**src/rtl/pipeline_ctrl.sv**
```systemverilog
// Stall, flush and multi-cycle sequencing controller for the SimpleRisc 5-stage pipeline.
// Also keeps saturating stall and flush counters for performance debug.
//
// state  | meaning
// -------+-----------------------------------------------------------
// RUN    | normal issue; decides multi start, branch flush, load-use
// MULTI  | div/mod holding EX; cnt counts the stall cycles left

module pipeline_ctrl #(
    parameter int MULTI_CYCLES = 4,
    parameter int CNT_W        = 16
) (
    input  logic             clk,
    input  logic             rst_n,
    input  logic             ex_valid,
    input  logic             ex_is_ld,
    input  logic             ex_is_multi,
    input  logic [3:0]       ex_rd,
    input  logic             is_branch_taken,
    input  logic             of_valid,
    input  logic [3:0]       of_rs1,
    input  logic [3:0]       of_rs2,
    input  logic             of_use_rs1,
    input  logic             of_use_rs2,
    input  logic             ctr_clr,
    output logic             stall_pc,
    output logic             stall_ifof,
    output logic             stall_ofex,
    output logic             bubble_ex,
    output logic             bubble_ma,
    output logic             flush,
    output logic             mdu_start,
    output logic             mdu_last,
    output logic             busy,
    output logic [CNT_W-1:0] stall_cycles,
    output logic [CNT_W-1:0] flush_count
);

    localparam logic [0:0] ST_RUN   = 1'b0;
    localparam logic [0:0] ST_MULTI = 1'b1;

    // The first cycle of the op is spent in RUN, so MULTI covers the remaining MULTI_CYCLES-1.
    localparam logic [3:0] CNT_LOAD = (MULTI_CYCLES > 1) ? 4'(MULTI_CYCLES - 2) : 4'd0;
    localparam logic       MULTI_EN = (MULTI_CYCLES > 1);

    localparam logic [CNT_W-1:0] CNT_ONE = {{(CNT_W-1){1'b0}}, 1'b1};
    localparam logic [CNT_W-1:0] CNT_MAX = {CNT_W{1'b1}};

    logic [0:0] state, state_nxt;
    logic [3:0] cnt, cnt_nxt;

    logic multi_req;
    logic multi_go;
    logic lu_hit;

    assign multi_req = ex_valid & ex_is_multi;
    assign multi_go  = multi_req & MULTI_EN;
    assign lu_hit    = ex_valid & ex_is_ld & of_valid &
                       ((of_use_rs1 & (of_rs1 == ex_rd)) |
                        (of_use_rs2 & (of_rs2 == ex_rd)));

    // Outputs are gated with rst_n so nothing leaks out while reset is held.
    always_comb begin
        state_nxt  = state;
        cnt_nxt    = cnt;
        stall_pc   = 1'b0;
        stall_ifof = 1'b0;
        stall_ofex = 1'b0;
        bubble_ex  = 1'b0;
        bubble_ma  = 1'b0;
        flush      = 1'b0;
        mdu_start  = 1'b0;
        mdu_last   = 1'b0;

        if (rst_n) begin
            if (state == ST_MULTI) begin
                if (cnt != 4'd0) begin
                    stall_pc   = 1'b1;
                    stall_ifof = 1'b1;
                    stall_ofex = 1'b1;
                    bubble_ma  = 1'b1;
                    cnt_nxt    = cnt - 4'd1;
                end else begin
                    mdu_last  = 1'b1;
                    state_nxt = ST_RUN;
                end
            end else if (multi_go) begin
                mdu_start  = 1'b1;
                stall_pc   = 1'b1;
                stall_ifof = 1'b1;
                stall_ofex = 1'b1;
                bubble_ma  = 1'b1;
                cnt_nxt    = CNT_LOAD;
                state_nxt  = ST_MULTI;
            end else if (multi_req) begin
                mdu_start = 1'b1;
                mdu_last  = 1'b1;
            end else if (ex_valid & is_branch_taken) begin
                flush = 1'b1;
            end else if (lu_hit) begin
                stall_pc   = 1'b1;
                stall_ifof = 1'b1;
                bubble_ex  = 1'b1;
            end
        end
    end

    always_ff @(posedge clk or negedge rst_n) begin
        if (!rst_n) begin
            state <= ST_RUN;
            cnt   <= 4'd0;
        end else begin
            state <= state_nxt;
            cnt   <= cnt_nxt;
        end
    end

    assign busy = (state == ST_MULTI);

    always_ff @(posedge clk or negedge rst_n) begin
        if (!rst_n) begin
            stall_cycles <= '0;
            flush_count  <= '0;
        end else if (ctr_clr) begin
            stall_cycles <= '0;
            flush_count  <= '0;
        end else begin
            if (stall_pc && (stall_cycles != CNT_MAX))
                stall_cycles <= stall_cycles + CNT_ONE;
            if (flush && (flush_count != CNT_MAX))
                flush_count <= flush_count + CNT_ONE;
        end
    end

endmodule

```
**config.mk**
```make
export PLATFORM = sky130hd
export DESIGN_NAME = pipeline_ctrl
export DESIGN_NICKNAME = d
export VERILOG_FILES = /design/src/rtl/pipeline_ctrl.sv
export SDC_FILE = /design/constraint.sdc
export NUM_CORES = 1
export LEC_CHECK = 0
export ABC_AREA = 0
export CAP_MARGIN = 30
export CORE_MARGIN = 2
export CORE_UTILIZATION = 45
export CTS_CLUSTER_SIZE = 14
export DETAILED_ROUTE_END_ITERATION = 6
export DONT_BUFFER_PORTS = 1
export GPL_ROUTABILITY_DRIVEN = 0
export PLACE_DENSITY = 0.7
export REMOVE_ABC_BUFFERS = 1
export SYNTH_ARGS = -nofsm -noshare
export SYNTH_HDL_FRONTEND = slang
export SYNTH_SLANG_ARGS = --single-unit
```
**constraint.sdc**
```tcl
create_clock -name clk -period 5.1 [get_ports clk]
set_input_delay 1.02 -clock clk [delete_from_list [all_inputs] [get_ports clk]]
set_output_delay 1.02 -clock clk [all_outputs]
set_load 0.02 [all_outputs]
```
==> flow_summary_export.csv, run 1 <==
group,metric,value,unit
status,run_status,"complete, no violations",
sta,grt_setup_unrepaired,"no",
cells_and_area,post_route_cells_drive_above_1_share,0.08085,
drt,detail_route.first_pass.iterations,4,
clock_network,insertion_delay,280,ps
global_routing,grt_first_pass_wirelength,7.362,mm
sta,final.setup_skew,4.907,ps
critical_path,worst_setup_path_start_kind,"input port",
critical_path,crit_required,4080,ps
global_routing,antenna_found_initial,0,
synthesis,complex_gate_fraction_of_the_synthesized_area,0.05906,
floorplan,placementRows,25,
clock_network,postCtsSetupRepairBufs,0,
drt,post_drt_wl_per_cell,15.79,um
synthesis,ys.warnings.count,0,
sta,max_slew.worst_pin.slew,925.6,ps
drt,drc_errors,0,
clock_network,post_cts_gate_resize_count,0,
floorplan,start_util,0.4636,
sta,period_share,0.7362,
synthesis,post_synth_instance_area,2161,um^2
synthesis,synth.most_common_cell,"sky130_fd_sc_hd__dfrtp_1",
drt,ant_nets,0,
synthesis,combinational_family_with_the_most_area_after_synthesis,"simple AND/OR/NAND/NOR gates",
synthesis,post_synth_fa_ha_maj_area_fraction,0.02316,
sta,worst_slew_margin_rel,0.3772,
floorplan,die_h,73.30,um
placement,detailedPlacementHpwl,3.164,mm
clock_network,cts.htree.levels,2,
floorplan,floorplan.core_area,4661,um^2
synthesis,synth_seq_area_share,0.4285,
drt,vias,1715,
floorplan,dieWidth,73.30,um
critical_path,cp_cell_sequence,"and4b_1 -> nand2_1 -> or4_1 -> and2_1 -> a21oi_1",
job,number_of_max_cap_violations,0,
clock_network,post_cts_hold_buffer_count,0,
synthesis,synth-main-ff-cell,"sky130_fd_sc_hd__dfrtp_1",
power,power_leakage,0.9411,nW
global_routing,overflow,0,
cells_and_area,layout.nets,260,
synthesis,synthTopCellsByCount,"sky130_fd_sc_hd__dfrtp_1 (37), sky130_fd_sc_hd__nor2_1 (36), sky130_fd_sc_hd__xor2_1 (18)",
clock_network,clock-sinks,37,
cells_and_area,area_delta_synth_final,6.601,%
drt,totalWireLength,4.564,mm
synthesis,synthesis.area_per_instance,9.156,um^2
sta,timing.setup.tns,0,ps
power,peakVddDrop,0.1370,mV
drt,drtIter0Drc,117,
clock_network,clock_path_buffers,2,
critical_path,worstPathArrival,2730,ps
global_routing,grt_max_degree,44,
drt,drt-vias-per-instance,5.934,
synthesis,synth-seq-cells,37,
power,p_per_area,317.0,nW/um^2
critical_path,maximum_single_stage_delay_on_the_critical_path,680,ps
sta,period_minus_slack,3755,ps
critical_path,cp_slowest_cell,"sky130_fd_sc_hd__a21oi_1",
placement,port-buffer-count,0,
clock_network,cts_root_buffer,"sky130_fd_sc_hd__clkbuf_8",
sta,setup_ws,1345,ps
placement,place_ws,1347,ps
min_path,min_path_type,"in2async",
synthesis,synth.top_cells.by_area,"sky130_fd_sc_hd__dfrtp_1 (43%), sky130_fd_sc_hd__xor2_1 (7.3%), sky130_fd_sc_hd__nor2_1 (6.3%)",
sta,timing_max_transition_violations_final,0,
cells_and_area,post-route-util,0.4942,
sta,report.final.setup_viol,0,
sta,maxClockFrequency,0.2663,GHz
cells_and_area,antenna_cells,0,
synthesis,synthDistinctLibCells,36,
synthesis,synth_async_sr_flop_share,1.000,
critical_path,worstSetupPathType,"in2out",
sta,final_hold_vios,0,
floorplan,die_area,5372,um^2
power,total_power,730.2,uW
synthesis,syn-instance-count,236,
synthesis,post_synth_xor_area_fraction,0.1013,
critical_path,critical_path_maximum_fanout,2,
clock_network,clk_transition_reported_paths,80,ps
clock_network,tritoncts.num_buffers,5,
synthesis,netlist.area_leader.share,0.4285,
synthesis,synth.area.mux_share,0.04632,
synthesis,synth_top_area_cell,"sky130_fd_sc_hd__dfrtp_1",
synthesis,synth_enable_flop_cells,0,
floorplan,ios,63,
global_routing,grt_pass1_vias,1610,
clock_network,cts_tree,"built",
synthesis,synth_simple_gate_area_share,0.3104,
sta,holdWs,419.4,ps
global_routing,grt_usage,0.1764,
critical_path,endpoint_kind,"primary output",
==> worst max-delay path: cells and delay by family <==
family / cells / cell delay (ps)
simple gates: 4 / 1030
compound gates: 1 / 680
==> final cells by class <==
| cell class | instances | area, um^2 |
|---|---|---|
| Sequential cell | 37 | 925.9 |
| Clock buffer | 6 | 82.58 |
| Inverter | 4 | 15.01 |
| Clock inverter | 2 | 37.54 |
| Fill cell | 446 | 2357 |
| Timing Repair Buffer | 1 | 7.507 |
| Tap cell | 54 | 67.56 |
| Multi-Input combinational cell | 185 | 1167 |
==> power breakdown <==
part / internal [mW] / switching [mW] / total [mW]
sequential: 0.315 / 0.0281 / 0.343
combinational: 0.0439 / 0.0782 / 0.122
clock: 0.159 / 0.106 / 0.265
total: 0.517 / 0.213 / 0.730
==> path summary, 6_finish.rpt <==
kind,start,endpoint,slack [ps],cells after the start
min in group clk,cnt[3],cnt[3],570,2
max in group asynchronous,rst_n,flush_count[13],4590,0
worst min register to register,cnt[3],cnt[3],570,2
worst max-delay path,is_branch_taken,stall_ifof,1350,5
worst min-delay path,rst_n,stall_cycles[1],420,0
worst max register to register,busy,flush_count[13],2600,6
==> cell families (layout without fill, tap and decap cells) <==
group	Yosys count	after routing
and+or+nand+nor	126	126
DFF	37	37
xor gates and xnor gates	25	25
AOI/OAI and AO/OA	21	21
buffers and inverters	14	13
muxes	9	9
adders and majority gates	4	4
==> cell usage in the layout (no fill, tap or decap), types with 7 or more instances in the layout <==
cell and instances:
sky130_fd_sc_hd__dfrtp_1 37, sky130_fd_sc_hd__nor2_1 36, sky130_fd_sc_hd__xor2_1 18, sky130_fd_sc_hd__nand3_1 15
sky130_fd_sc_hd__nand2_1 15, sky130_fd_sc_hd__a21oi_1 9, sky130_fd_sc_hd__nor2b_1 9, sky130_fd_sc_hd__nand4_1 9
sky130_fd_sc_hd__nor3_1 8, sky130_fd_sc_hd__mux2_2 8, sky130_fd_sc_hd__xnor2_1 7, sky130_fd_sc_hd__or4_1 7
==> through the flow <==
step	instance area, um^2	std cells
2_1_floorplan	2108	226
3_3_place_gp	2176	280
3_5_place_dp	2176	280
4_1_cts	2296	288
5_1_grt	2303	289
6_report	2303	289
==> registers in the layout, indices dropped and copies added, names as in the netlist <==
register and count:
flush_count 16, stall_cycles 16, cnt 4, busy 1
==> routing by layer <==
metal / global-route usage / routed length [um] / up-vias
met3: 0.05487 / 291 / 4
met2: 0.2843 / 2216 / 53
met1: 0.2199 / 2011 / 830
li1: - / - / 828
met4: 0.07273 / 45 / 0
met5: 0 / 0 / -
Note: power is estimated with default switching activity, not from simulation.
==> run 2: changes to the inputs <==
--- a/config.mk
+++ b/config.mk
@@ -13,7 +13,7 @@
 export DETAILED_ROUTE_END_ITERATION = 6
 export DONT_BUFFER_PORTS = 1
 export GPL_ROUTABILITY_DRIVEN = 0
-export PLACE_DENSITY = 0.7
+export PLACE_DENSITY = 0.72
 export REMOVE_ABC_BUFFERS = 1
 export SYNTH_ARGS = -nofsm -noshare
 export SYNTH_HDL_FRONTEND = slang
==> constraint.sdc (replaced) <==
create_clock -name clk -period 3.2 [get_ports clk]
set_input_delay 0.64 -clock clk [delete_from_list [all_inputs] [get_ports clk]]
set_output_delay 0.64 -clock clk [all_outputs]
set_load 0.02 [all_outputs]
==> run 2 against run 1 <==
Largest power group unchanged. Sequential share of layout area fell by 0.39 points. Power is 61% higher. Largest cell class unchanged. Global-route usage rose by 0.16 points. Core utilization rose by 0.48 points. Cell count rose by 1.0%. Sequential power rose by 56%. Register-to-register slack worse by 2300 ps.
==> flow_summary_export.csv, run 2 (synthesis gave the netlist of run 1 again) <==
group,metric,value,unit
sta,setup_ws,285.0,ps
global_routing,grt_usage,0.1780,
sta,grt_setup_unrepaired,"no",
clock_network,post_cts_hold_buffer_count,0,
critical_path,reg2reg_to,"stall_cycles[9]",
power,seq_power_share,0.456,
cells_and_area,ff_latch_area,925.9,um^2
floorplan,ios,63,
placement,dpl_cells,284,
drt,drc_errors,0,
cells_and_area,stdcell_area,2326,um^2
critical_path,r2r_worst_path_depth,8,
global_routing,grt_max_degree,44,
sta,final_hold_vios,0,
sta,period_minus_slack,2915,ps
global_routing,overflow,0,
clock_network,insertion_delay,290,ps
floorplan,start_util,0.4636,
critical_path,endpoint_kind,"flip-flop",
critical_path,launch_point_of_the_critical_path,"cnt[0]",
clock_network,tritoncts.num_buffers,5,
critical_path,timing.critical_path.to,"stall_cycles[9]",
drt,vias,1714,
critical_path,worstPathArrival,3130,ps
floorplan,placementRows,25,
clock_network,clock_path_buffers,2,
global_routing,grt_pass1_vias,1594,
critical_path,critical_path_maximum_fanout,22,
floorplan,floorplan.core_area,4661,um^2
clock_network,postCtsSetupRepairBufs,0,
clock_network,clk_transition_reported_paths,80,ps
job,number_of_max_cap_violations,0,
cells_and_area,layout.cells.most_common_list,"sky130_fd_sc_hd__dfrtp_1 (37), sky130_fd_sc_hd__nor2_1 (36), sky130_fd_sc_hd__xor2_1 (18), sky130_fd_sc_hd__nand3_1 (15), sky130_fd_sc_hd__nand2_1 (15)",
sta,timing_max_transition_violations_final,0,
placement,placedInstanceArea,2206,um^2
cells_and_area,layout.nets,263,
power,power_leakage,0.9564,nW
power,power.switching_fraction,0.2930,
power,netSwitchingPower,344.4,uW
power,p_clk_frac,0.361,
placement,place_ws,305.3,ps
placement,detailedPlacementHpwl,3.164,mm
sta,max_slew.worst_pin.slew,1012,ps
cells_and_area,filler_cell_count,445,
drt,drtIter0Drc,76,
cells_and_area,number_of_non_filler_instances_in_the_completed_layout,292,
floorplan,dieWidth,73.30,um
cells_and_area,post-route-util,0.4991,
drt,totalWireLength,4.611,mm
floorplan,die_area,5372,um^2
critical_path,worst_setup_path_start_kind,"flip-flop",
critical_path,worstSetupPathType,"reg2reg",
clock_network,cts_root_buffer,"sky130_fd_sc_hd__clkbuf_8",
cells_and_area,most_common_library_cell_in_the_layout_ignoring_fill_and_taps,"sky130_fd_sc_hd__dfrtp_1",
sta,worst_slew_margin_rel,0.3230,
drt,detail_route.first_pass.iterations,5,
power,total_power,1.176,mW
sta,final.setup_skew,2.697,ps
sta,holdWs,40.11,ps
clock_network,cts.htree.levels,2,
sta,maxClockFrequency,0.3431,GHz
critical_path,worst-r2r-setup-slack,280,ps
global_routing,grt_first_pass_wirelength,7.527,mm
cells_and_area,area_delta_synth_final,7.643,%
clock_network,post_cts_gate_resize_count,0,
clock_network,clock-sinks,37,
status,run_status,"complete, no violations",
global_routing,antenna_found_initial,0,
cells_and_area,largest_registers,"flush_count x16, stall_cycles x16, cnt x4",
clock_network,cts_tree,"built",
drt,post_drt_wl_per_cell,15.79,um
power,peakVddDrop,0.1811,mV
placement,port-buffer-count,0,
sta,report.final.setup_viol,0,
drt,drt-vias-per-instance,5.870,
cells_and_area,antenna_cells,0,
cells_and_area,multi_input_combinational_cell_area,1167,um^2
sta,period_share,0.9109,
min_path,min_path_type,"in2async",
critical_path,crit_required,3410,ps
sta,timing.setup.tns,0,ps
critical_path,rr_startpoint,"cnt[0]",
cells_and_area,post_route_cells_drive_above_1_share,0.09244,
power,internal_power,831.1,uW
floorplan,die_h,73.30,um
drt,ant_nets,0,
power,power.combinational.fraction,0.183,
power,p_per_area,505.4,nW/um^2
run 2: changes by cell type in the layout (fill, tap and decap cells not counted):
cell	previous run	this run
sky130_fd_sc_hd__buf_4	1	4
run 2: worst min-delay path by stage:
| stage | start | endpoint | slack, ps | cells after the start |
|---|---|---|---|---|
| 6_report | rst_n | flush_count[1] | 40 | 0 |
| 5_1_grt | rst_n | stall_cycles[5] | 20 | 0 |
| 4_1_cts | rst_n | stall_cycles[5] | 30 | 0 |
| 3_5_place_dp | rst_n | stall_cycles[0] | 350 | 0 |
| 3_3_place_gp | rst_n | stall_cycles[0] | 350 | 0 |
| 2_1_floorplan | rst_n | busy | 340 | 0 |
run 2: layout make-up:
| type | count | area share |
|---|---|---|
| sequential | 37 | 0.3981 |
| inverter | 4 | 0.006455 |
| clock buffer | 6 | 0.03550 |
| tap | 54 | 0.02905 |
| timing repair buffer | 4 | 0.01291 |
| multi-input combinational | 185 | 0.5019 |
| clock inverter | 2 | 0.01614 |
run 2: critical path, cell delays in order, from the launching register on:
cell                       delay [ps]
sky130_fd_sc_hd__dfrtp_1          370
sky130_fd_sc_hd__inv_1             90
sky130_fd_sc_hd__ha_1             190
sky130_fd_sc_hd__nor4bb_1         160
sky130_fd_sc_hd__nand2b_1         190
sky130_fd_sc_hd__nor2_1           790
sky130_fd_sc_hd__and3b_4          380
sky130_fd_sc_hd__or4_1            510
sky130_fd_sc_hd__a21oi_1          160
run 2: routing by layer:
layer,global-route usage,vias to the layer above,wire length [um]
met5,0,-,0
met4,0.06061,0,64
met3,0.05624,7,300
met2,0.2673,48,2117
met1,0.2441,824,2129
li1,-,835,-
run 2: power by group through the flow:
| stage | combinational (mW) | sequential (mW) | clock [mW] |
|---|---|---|---|
| floorplan | 0.159 | 0.546 | 0 |
| global placement | 0.209 | 0.542 | 0 |
| detailed placement | 0.217 | 0.543 | 0 |
| CTS | 0.218 | 0.535 | 0.434 |
| global route | 0.243 | 0.541 | 0.453 |
| finish | 0.216 | 0.536 | 0.424 |
